### config.mk
export PLATFORM = sky130hd
export DESIGN_NAME = alu_mc
export DESIGN_NICKNAME = d
export VERILOG_FILES = /design/src/rtl/alu_pkg.sv /design/src/rtl/alu_muldiv_iter.sv /design/src/rtl/alu_mc.sv
export SDC_FILE = /design/constraint.sdc
export NUM_CORES = 1
export LEC_CHECK = 0
export CAP_MARGIN = 30
export CORE_MARGIN = 5
export CORE_UTILIZATION = 45
export CTS_CLUSTER_SIZE = 8
export DETAILED_ROUTE_END_ITERATION = 6
export GPL_TIMING_DRIVEN = 0
export PLACE_DENSITY = 0.69
export REMOVE_ABC_BUFFERS = 1
export SETUP_SLACK_MARGIN = 0.5
export SLEW_MARGIN = 10
export SYNTH_ARGS = -nofsm -noshare
export SYNTH_HDL_FRONTEND = slang
export SYNTH_SLANG_ARGS = --single-unit
export TNS_END_PERCENT = 20
### constraint.sdc
create_clock -name clk -period 6.55 [get_ports clk]
set_input_delay 1.6375 -clock clk [delete_from_list [all_inputs] [get_ports clk]]
set_output_delay 1.6375 -clock clk [all_outputs]
set_load 0.005 [all_outputs]
### src/rtl/alu_pkg.sv
// Shared opcode/state types and helpers for the multi-cycle ALU.
package alu_pkg;

  // 4-bit operation codes; the original 3-bit ALU encodings are kept in the low bits.
  typedef enum logic [3:0] {
    OP_AND  = 4'b0000,
    OP_OR   = 4'b0001,
    OP_ADD  = 4'b0010,
    OP_SLTU = 4'b0101,
    OP_SUB  = 4'b0110,
    OP_SLT  = 4'b0111,
    OP_MUL  = 4'b1000,
    OP_DIVU = 4'b1001
  } alu_op_e;

  typedef enum logic [1:0] {
    IDLE = 2'd0,
    BUSY = 2'd1,
    DONE = 2'd2
  } alu_state_e;

  // True for operations that go through the iterative multiply/divide unit.
  function automatic logic is_multicycle(input logic [3:0] op);
    return (op == OP_MUL) || (op == OP_DIVU);
  endfunction

endpackage

### src/rtl/alu_muldiv_iter.sv
// Iterative unsigned multiplier (shift-add) and restoring divider.
// The first iteration is performed on the start edge directly from a/b, so
// WIDTH iterations finish one cycle before done is seen by the controller.
module alu_muldiv_iter #(
  parameter int unsigned WIDTH = 32
) (
  input  logic             clk,
  input  logic             reset_n,
  input  logic             start,
  input  logic [3:0]       op,
  input  logic [WIDTH-1:0] a,
  input  logic [WIDTH-1:0] b,
  output logic [WIDTH-1:0] hi,
  output logic [WIDTH-1:0] lo,
  output logic             done
);
  import alu_pkg::*;

  localparam int unsigned CNT_W = $clog2(WIDTH + 1);

  logic [WIDTH-1:0] hi_q, lo_q, b_q;
  logic             mul_q;
  logic [CNT_W-1:0] cnt_q;
  logic             done_q;

  logic [WIDTH-1:0] src_hi, src_lo, src_b;
  logic             src_mul;
  logic [WIDTH:0]   add_sum;
  logic [WIDTH:0]   shifted;
  logic [WIDTH:0]   trial;
  logic             fits;
  logic [WIDTH-1:0] hi_d, lo_d;

  // One iteration step; operands come straight from the inputs on the start edge.
  always_comb begin
    src_hi  = start ? '0 : hi_q;
    src_lo  = start ? a  : lo_q;
    src_b   = start ? b  : b_q;
    src_mul = start ? (op == OP_MUL) : mul_q;
    hi_d    = hi_q;
    lo_d    = lo_q;

    // multiply: conditionally add multiplicand, then shift acc:multiplier right
    add_sum = {1'b0, src_hi} + (src_lo[0] ? {1'b0, src_b} : '0);

    // divide: shift next dividend bit into remainder, subtract if it fits
    shifted = {src_hi, src_lo[WIDTH-1]};
    trial   = shifted - {1'b0, src_b};
    fits    = (shifted >= {1'b0, src_b});

    if (src_mul) begin
      hi_d = add_sum[WIDTH:1];
      lo_d = {add_sum[0], src_lo[WIDTH-1:1]};
    end else begin
      hi_d = fits ? WIDTH'(trial) : WIDTH'(shifted);
      lo_d = {src_lo[WIDTH-2:0], fits};
    end
  end

  // Working registers, remaining-iteration counter and completion pulse.
  always_ff @(posedge clk or negedge reset_n) begin
    if (!reset_n) begin
      hi_q   <= '0;
      lo_q   <= '0;
      b_q    <= '0;
      mul_q  <= 1'b0;
      cnt_q  <= '0;
      done_q <= 1'b0;
    end else begin
      done_q <= 1'b0;
      if (start) begin
        hi_q  <= hi_d;
        lo_q  <= lo_d;
        b_q   <= b;
        mul_q <= (op == OP_MUL);
        cnt_q <= CNT_W'(WIDTH - 1);
      end else if (cnt_q != '0) begin
        hi_q   <= hi_d;
        lo_q   <= lo_d;
        cnt_q  <= cnt_q - CNT_W'(1);
        done_q <= (cnt_q == CNT_W'(1));
      end
    end
  end

  assign hi   = hi_q;
  assign lo   = lo_q;
  assign done = done_q;

endmodule

### src/rtl/alu_mc.sv
// Multi-cycle ALU with valid/ready handshake on input and output.
// Single-cycle ops complete in one cycle; MUL/DIVU take WIDTH BUSY cycles.
module alu_mc #(
  parameter int unsigned WIDTH = 32
) (
  input  logic             clk,
  input  logic             reset_n,
  input  logic             in_valid,
  output logic             in_ready,
  input  logic [WIDTH-1:0] a,
  input  logic [WIDTH-1:0] b,
  input  logic [3:0]       alucontrol,
  output logic             out_valid,
  input  logic             out_ready,
  output logic [WIDTH-1:0] result,
  output logic [WIDTH-1:0] result_hi,
  output logic             zero,
  output logic             div_by_zero,
  output logic             illegal_op
);
  import alu_pkg::*;

  alu_state_e       state_q, state_d;
  logic             accept;
  logic             is_mc;
  logic             mc_start;
  logic             ld_single;
  logic             ld_mc;
  logic             div_bz_q;

  logic [WIDTH-1:0] sc_res;
  logic             sc_ill;

  logic [WIDTH-1:0] mc_hi, mc_lo;
  logic             mc_done;

  // Single-cycle operations and illegal-opcode detection.
  always_comb begin
    sc_res = '0;
    sc_ill = 1'b0;
    case (alucontrol)
      OP_AND:  sc_res = a & b;
      OP_OR:   sc_res = a | b;
      OP_ADD:  sc_res = a + b;
      OP_SUB:  sc_res = a - b;
      OP_SLT:  sc_res = WIDTH'($signed(a) < $signed(b));
      OP_SLTU: sc_res = WIDTH'(a < b);
      OP_MUL:  sc_res = '0;
      OP_DIVU: sc_res = '0;
      default: sc_ill = 1'b1;
    endcase
  end

  // Next-state, handshake and load enables.
  always_comb begin
    state_d   = state_q;
    in_ready  = 1'b0;
    accept    = 1'b0;
    is_mc     = is_multicycle(alucontrol);
    mc_start  = 1'b0;
    ld_single = 1'b0;
    ld_mc     = 1'b0;

    in_ready = (state_q == IDLE) || ((state_q == DONE) && out_ready);
    accept   = in_valid && in_ready;

    case (state_q)
      IDLE: if (accept) state_d = is_mc ? BUSY : DONE;
      BUSY: if (mc_done) state_d = DONE;
      DONE: begin
        if (out_ready) state_d = accept ? (is_mc ? BUSY : DONE) : IDLE;
      end
      default: state_d = IDLE;
    endcase

    mc_start  = accept && is_mc;
    ld_single = accept && !is_mc;
    ld_mc     = (state_q == BUSY) && mc_done;
  end

  // State register.
  always_ff @(posedge clk or negedge reset_n) begin
    if (!reset_n) state_q <= IDLE;
    else          state_q <= state_d;
  end

  // Result/flag registers; they only change when a new result is produced.
  always_ff @(posedge clk or negedge reset_n) begin
    if (!reset_n) begin
      out_valid   <= 1'b0;
      result      <= '0;
      result_hi   <= '0;
      zero        <= 1'b0;
      div_by_zero <= 1'b0;
      illegal_op  <= 1'b0;
      div_bz_q    <= 1'b0;
    end else begin
      out_valid <= (state_d == DONE);
      if (mc_start) div_bz_q <= (alucontrol == OP_DIVU) && (b == '0);
      if (ld_single) begin
        result      <= sc_res;
        result_hi   <= '0;
        zero        <= (sc_res == '0);
        div_by_zero <= 1'b0;
        illegal_op  <= sc_ill;
      end else if (ld_mc) begin
        result      <= mc_lo;
        result_hi   <= mc_hi;
        zero        <= (mc_lo == '0);
        div_by_zero <= div_bz_q;
        illegal_op  <= 1'b0;
      end
    end
  end

  alu_muldiv_iter #(.WIDTH(WIDTH)) u_iter (
    .clk     (clk),
    .reset_n (reset_n),
    .start   (mc_start),
    .op      (alucontrol),
    .a       (a),
    .b       (b),
    .hi      (mc_hi),
    .lo      (mc_lo),
    .done    (mc_done)
  );

endmodule

==> results.py <==
metrics = {
    "run_status": {
        "status": "finished, final reports clean",
    },
    "cells_and_area": {
        "fin_nets": 2565,
        "final_cells": 2810,
        "syn_to_final_growth_pct": 18.6,
        "fill_cells": 3572,
        "stdcell_area_um2": 20000,
        "drive_gt1_frac": 0.0629,
        "most-common-layout-cells": "nand2_1, nor2_1, a21oi_1",
        "layout_commonest_cell": "nand2_1",
        "diodes": 0,
    },
    "worst_setup_path": {
        "worstSetupPathType": "input port to register",
        "crit_path_top_delay_cell": "clkdlybuf4s50_1",
        "crit_arrival_ns": 6.32,
        "path_max_fanout": 13,
        "path_cells": "clkdlybuf4s50_1 -> nor2b_4 -> nor2_4 -> nand4_1 -> buf_6 -> buf_6 -> mux2i_4 -> a21oi_1 -> ha_2 -> fa_2 -> a21o_1 -> a21oi_4 -> o211ai_1 -> nand3_1 -> a31oi_1 -> a31o_2 -> o41ai_4 -> o21ai_2 -> or3_1 -> a41oi_1 -> o31ai_1",
        "r2r_start": "state_q[1]",
        "crit_top_cell": "buf_6",
        "rrSetupSlack_ns": 1.71,
        "end_kind": "register",
        "worstReg2RegEnd": "u_iter.hi[31]",
        "reg2regPathDepth": 20,
        "max_stage_delay_ns": 0.51,
        "crit_required_ns": 6.90,
        "worst_setup_path_start_kind": "input port",
    },
    "detailed_routing": {
        "ant_nets": 0,
        "drc": 0,
        "wirelength_mm": 59.5,
        "via_count": 16948,
        "highest_layer": "met4",
        "drtIter0Drc": 1635,
        "wire_per_inst_um": 21.2,
        "dr.pass1.iters": 6,
        "viasPerCell": 6.03,
        "wl_met3_mm": 3.79,
        "wl_met1_mm": 25.5,
        "met2_length_mm": 27.7,
    },
    "floorplan": {
        "core-area_um2": 37300,
        "die_y_um": 204,
        "start_util": 0.452,
        "rows": 71,
        "die_w_um": 204,
        "num_io_pins": 141,
        "dieArea_um2": 41500,
    },
    "placed_design": {
        "placed_area_um2": 19100,
        "post-place-cells": 2759,
        "detailed_place_hpwl_mm": 45.3,
        "port_buffers": 140,
        "gp_congestion": 0.927,
    },
    "yosys": {
        "ys_seq_elements": 175,
        "synth_edf_count": 0,
        "synth_flop_cell": "dfrtp_1",
        "synth-async-reset-ratio": 1.00,
        "synth_area_um2": 16900,
        "synth_cells": 2221,
        "syn_area_per_cell_um2": 7.59,
        "synth_cell_type_count": 86,
        "ys_seq_area_frac": 0.260,
        "synth_warnings": 0,
    },
    "sta": {
        "fin_crit_sh": 0.911,
        "fin_skew_ns": 0.0140,
        "period_minus_slack_ns": 5.97,
        "slew_viol_final": 0,
        "rsz0062_at_grt": "yes",
        "fmax_mhz": 168,
        "hold_viol_final": 0,
        "tightest_slew_ns": 0.866,
        "setup_viol": 0,
        "relSlewSlack": 0.422,
    },
    "clocking": {
        "htree_levels": 4,
        "clk_pin_slew_worst_paths_ns": 0.08,
        "cts-buffers-inserted": 17,
        "cts-root-buf": "clkbuf_16",
        "clkSinkCount": 175,
        "clock_latency_ns": 0.48,
        "cts_buffer_depth": 2,
        "cts_hold_buf": 0,
        "cts_tree": "done",
    },
    "min_path": {
        "hold_depth": 1,
        "hp-start": "result[2]",
        "hp-class": "register to register",
        "holdPathEnd": "result[2]",
    },
    "global_route": {
        "grt_pass1_wl_mm": 94.1,
        "grt_overflow": 0,
        "grt_pass1_vias": 16930,
        "grt_max_degree": 73,
        "antenna_found_initial": 0,
        "grt_usage": 0.285,
    },
    "power_and_ir_drop": {
        "ir_worst_vdd_v": 0.000204,
        "powerDensity_nw_per_um2": 454,
        "power.leakage_uw": 0.00933,
    },
    "run": {
        "max_cap_viol_count": 0,
    },
}
==> registers in the layout, summed over array words and instances (netlist names) <==
register	flops
div_by_zero	1
u_iter.lo	32
div_bz_q	1
u_iter.b_q	32
u_iter.done	1
u_iter.mul_q	1
state_q	2
out_valid	1
result	32
u_iter.hi	32
result_hi	32
zero	1
u_iter.cnt_q	6
illegal_op	1
==> power breakdown <==
| group | leakage [uW] | switching (uW) | internal, uW | total (uW) |
|---|---|---|---|---|
| combinational | 0.00691 | 3460 | 2630 | 6100 |
| clock | 0.000310 | 549 | 622 | 1170 |
| sequential | 0.00211 | 304 | 1520 | 1830 |
| total | 0.00933 | 4320 | 4780 | 9090 |
==> critical path: cells and delay by family <==
family                   cells  cell delay [ns]
AO/OA/AOI/OAI               10             2.02
AND/OR/NAND/NOR              5             0.93
buffers and inverters        3             0.88
adder cells (fa/ha/maj)      2             0.60
multiplexers                 1             0.25
==> final cells by class <==
cell class | count | area (um2) | share of cell area
tap | 474 | 593 | 0.0296
sequential | 175 | 4380 | 0.219
multi-input combinational | 1762 | 11600 | 0.581
clock buffer | 17 | 425 | 0.0213
clock inverter | 15 | 230 | 0.0115
timing repair buffer | 192 | 2100 | 0.105
inverter | 175 | 659 | 0.0330
==> synth_stat cells, types with 6 or more instances <==
cell / number / area, um2
nand4_1: 14 / 87.6
o31ai_1: 16 / 120
a221oi_1: 12 / 105
a22oi_1: 9 / 67.6
mux2i_1: 107 / 1070
a21o_1: 47 / 353
a31oi_1: 29 / 181
xnor2_1: 35 / 307
nor3_1: 30 / 150
or3_1: 12 / 75.1
nand3_1: 38 / 190
o21bai_1: 10 / 75.1
nor4_1: 26 / 163
or2_2: 7 / 43.8
ha_1: 166 / 2080
o21ai_0: 77 / 385
o2111ai_1: 7 / 61.3
clkbuf_1: 81 / 304
nor2b_1: 13 / 81.3
inv_1: 168 / 631
xor2_1: 23 / 201
o21ai_1: 13 / 65.1
nand2_1: 295 / 1110
o21a_1: 9 / 67.6
dfrtp_1: 175 / 4380
and4_1: 6 / 52.6
o211ai_1: 21 / 158
buf_2: 13 / 65.1
a21oi_1: 234 / 1170
and2_1: 38 / 238
nor2_1: 256 / 961
a311oi_1: 6 / 52.6
and3_1: 25 / 156
nand2b_1: 16 / 100
buf_1: 13 / 48.8
o22ai_1: 13 / 81.3
a211o_1: 7 / 61.3
inv_2: 6 / 22.5
a2111oi_0: 6 / 52.6
a211oi_1: 34 / 255
a221o_1: 7 / 70.1
a41oi_1: 6 / 52.6
==> logic make-up after synthesis <==
logic type | share of synthesized area
multiplexers | 0.0642
adder cells (fa/ha/maj) | 0.128
buffers and inverters | 0.0648
AO/OA/AOI/OAI | 0.237
AND/OR/NAND/NOR | 0.216
flip-flops | 0.260
XOR/XNOR | 0.0301
==> worst max path at each step <==
stage,to,from
floorplan,u_iter.hi[31],out_ready
global placement,u_iter.hi[31],alucontrol[2]
detailed placement,u_iter.hi[24],alucontrol[2]
CTS,u_iter.hi[24],out_ready
global route,u_iter.hi[23],out_ready
finish,u_iter.hi[31],out_ready
==> per-stage QoR <==
stage	hold slack [ns]	util	TNS [ns]	total power, uW	worst slack [ns]
floorplan	0.447	-	-162.47	5940	-4.26
global placement	0.466	0.494	-1288.25	7430	-9.69
detailed placement	0.481	0.511	-49.93	7630	-2.09
CTS	0.499	0.531	0	8920	0.490
global route	0.522	0.536	0	9870	0.454
finish	0.491	0.536	0	9090	0.584
==> metal layers <==
metal  vias to the layer above  GRT usage
met2                       622      0.467
met5                         -          0
li1                       8051          -
met1                      8141      0.370
met4                         0      0.122
met3                       134     0.0522
==> what timing repair did <==
action | CTS | global route
resized for setup | 19 | 21
gates cloned | 0 | 0
setup buffers | 4 | 15
pin swaps | 2 | 14
setup endpoints to repair | 33 | 28
Note: power is estimated with default switching activity, not from simulation.
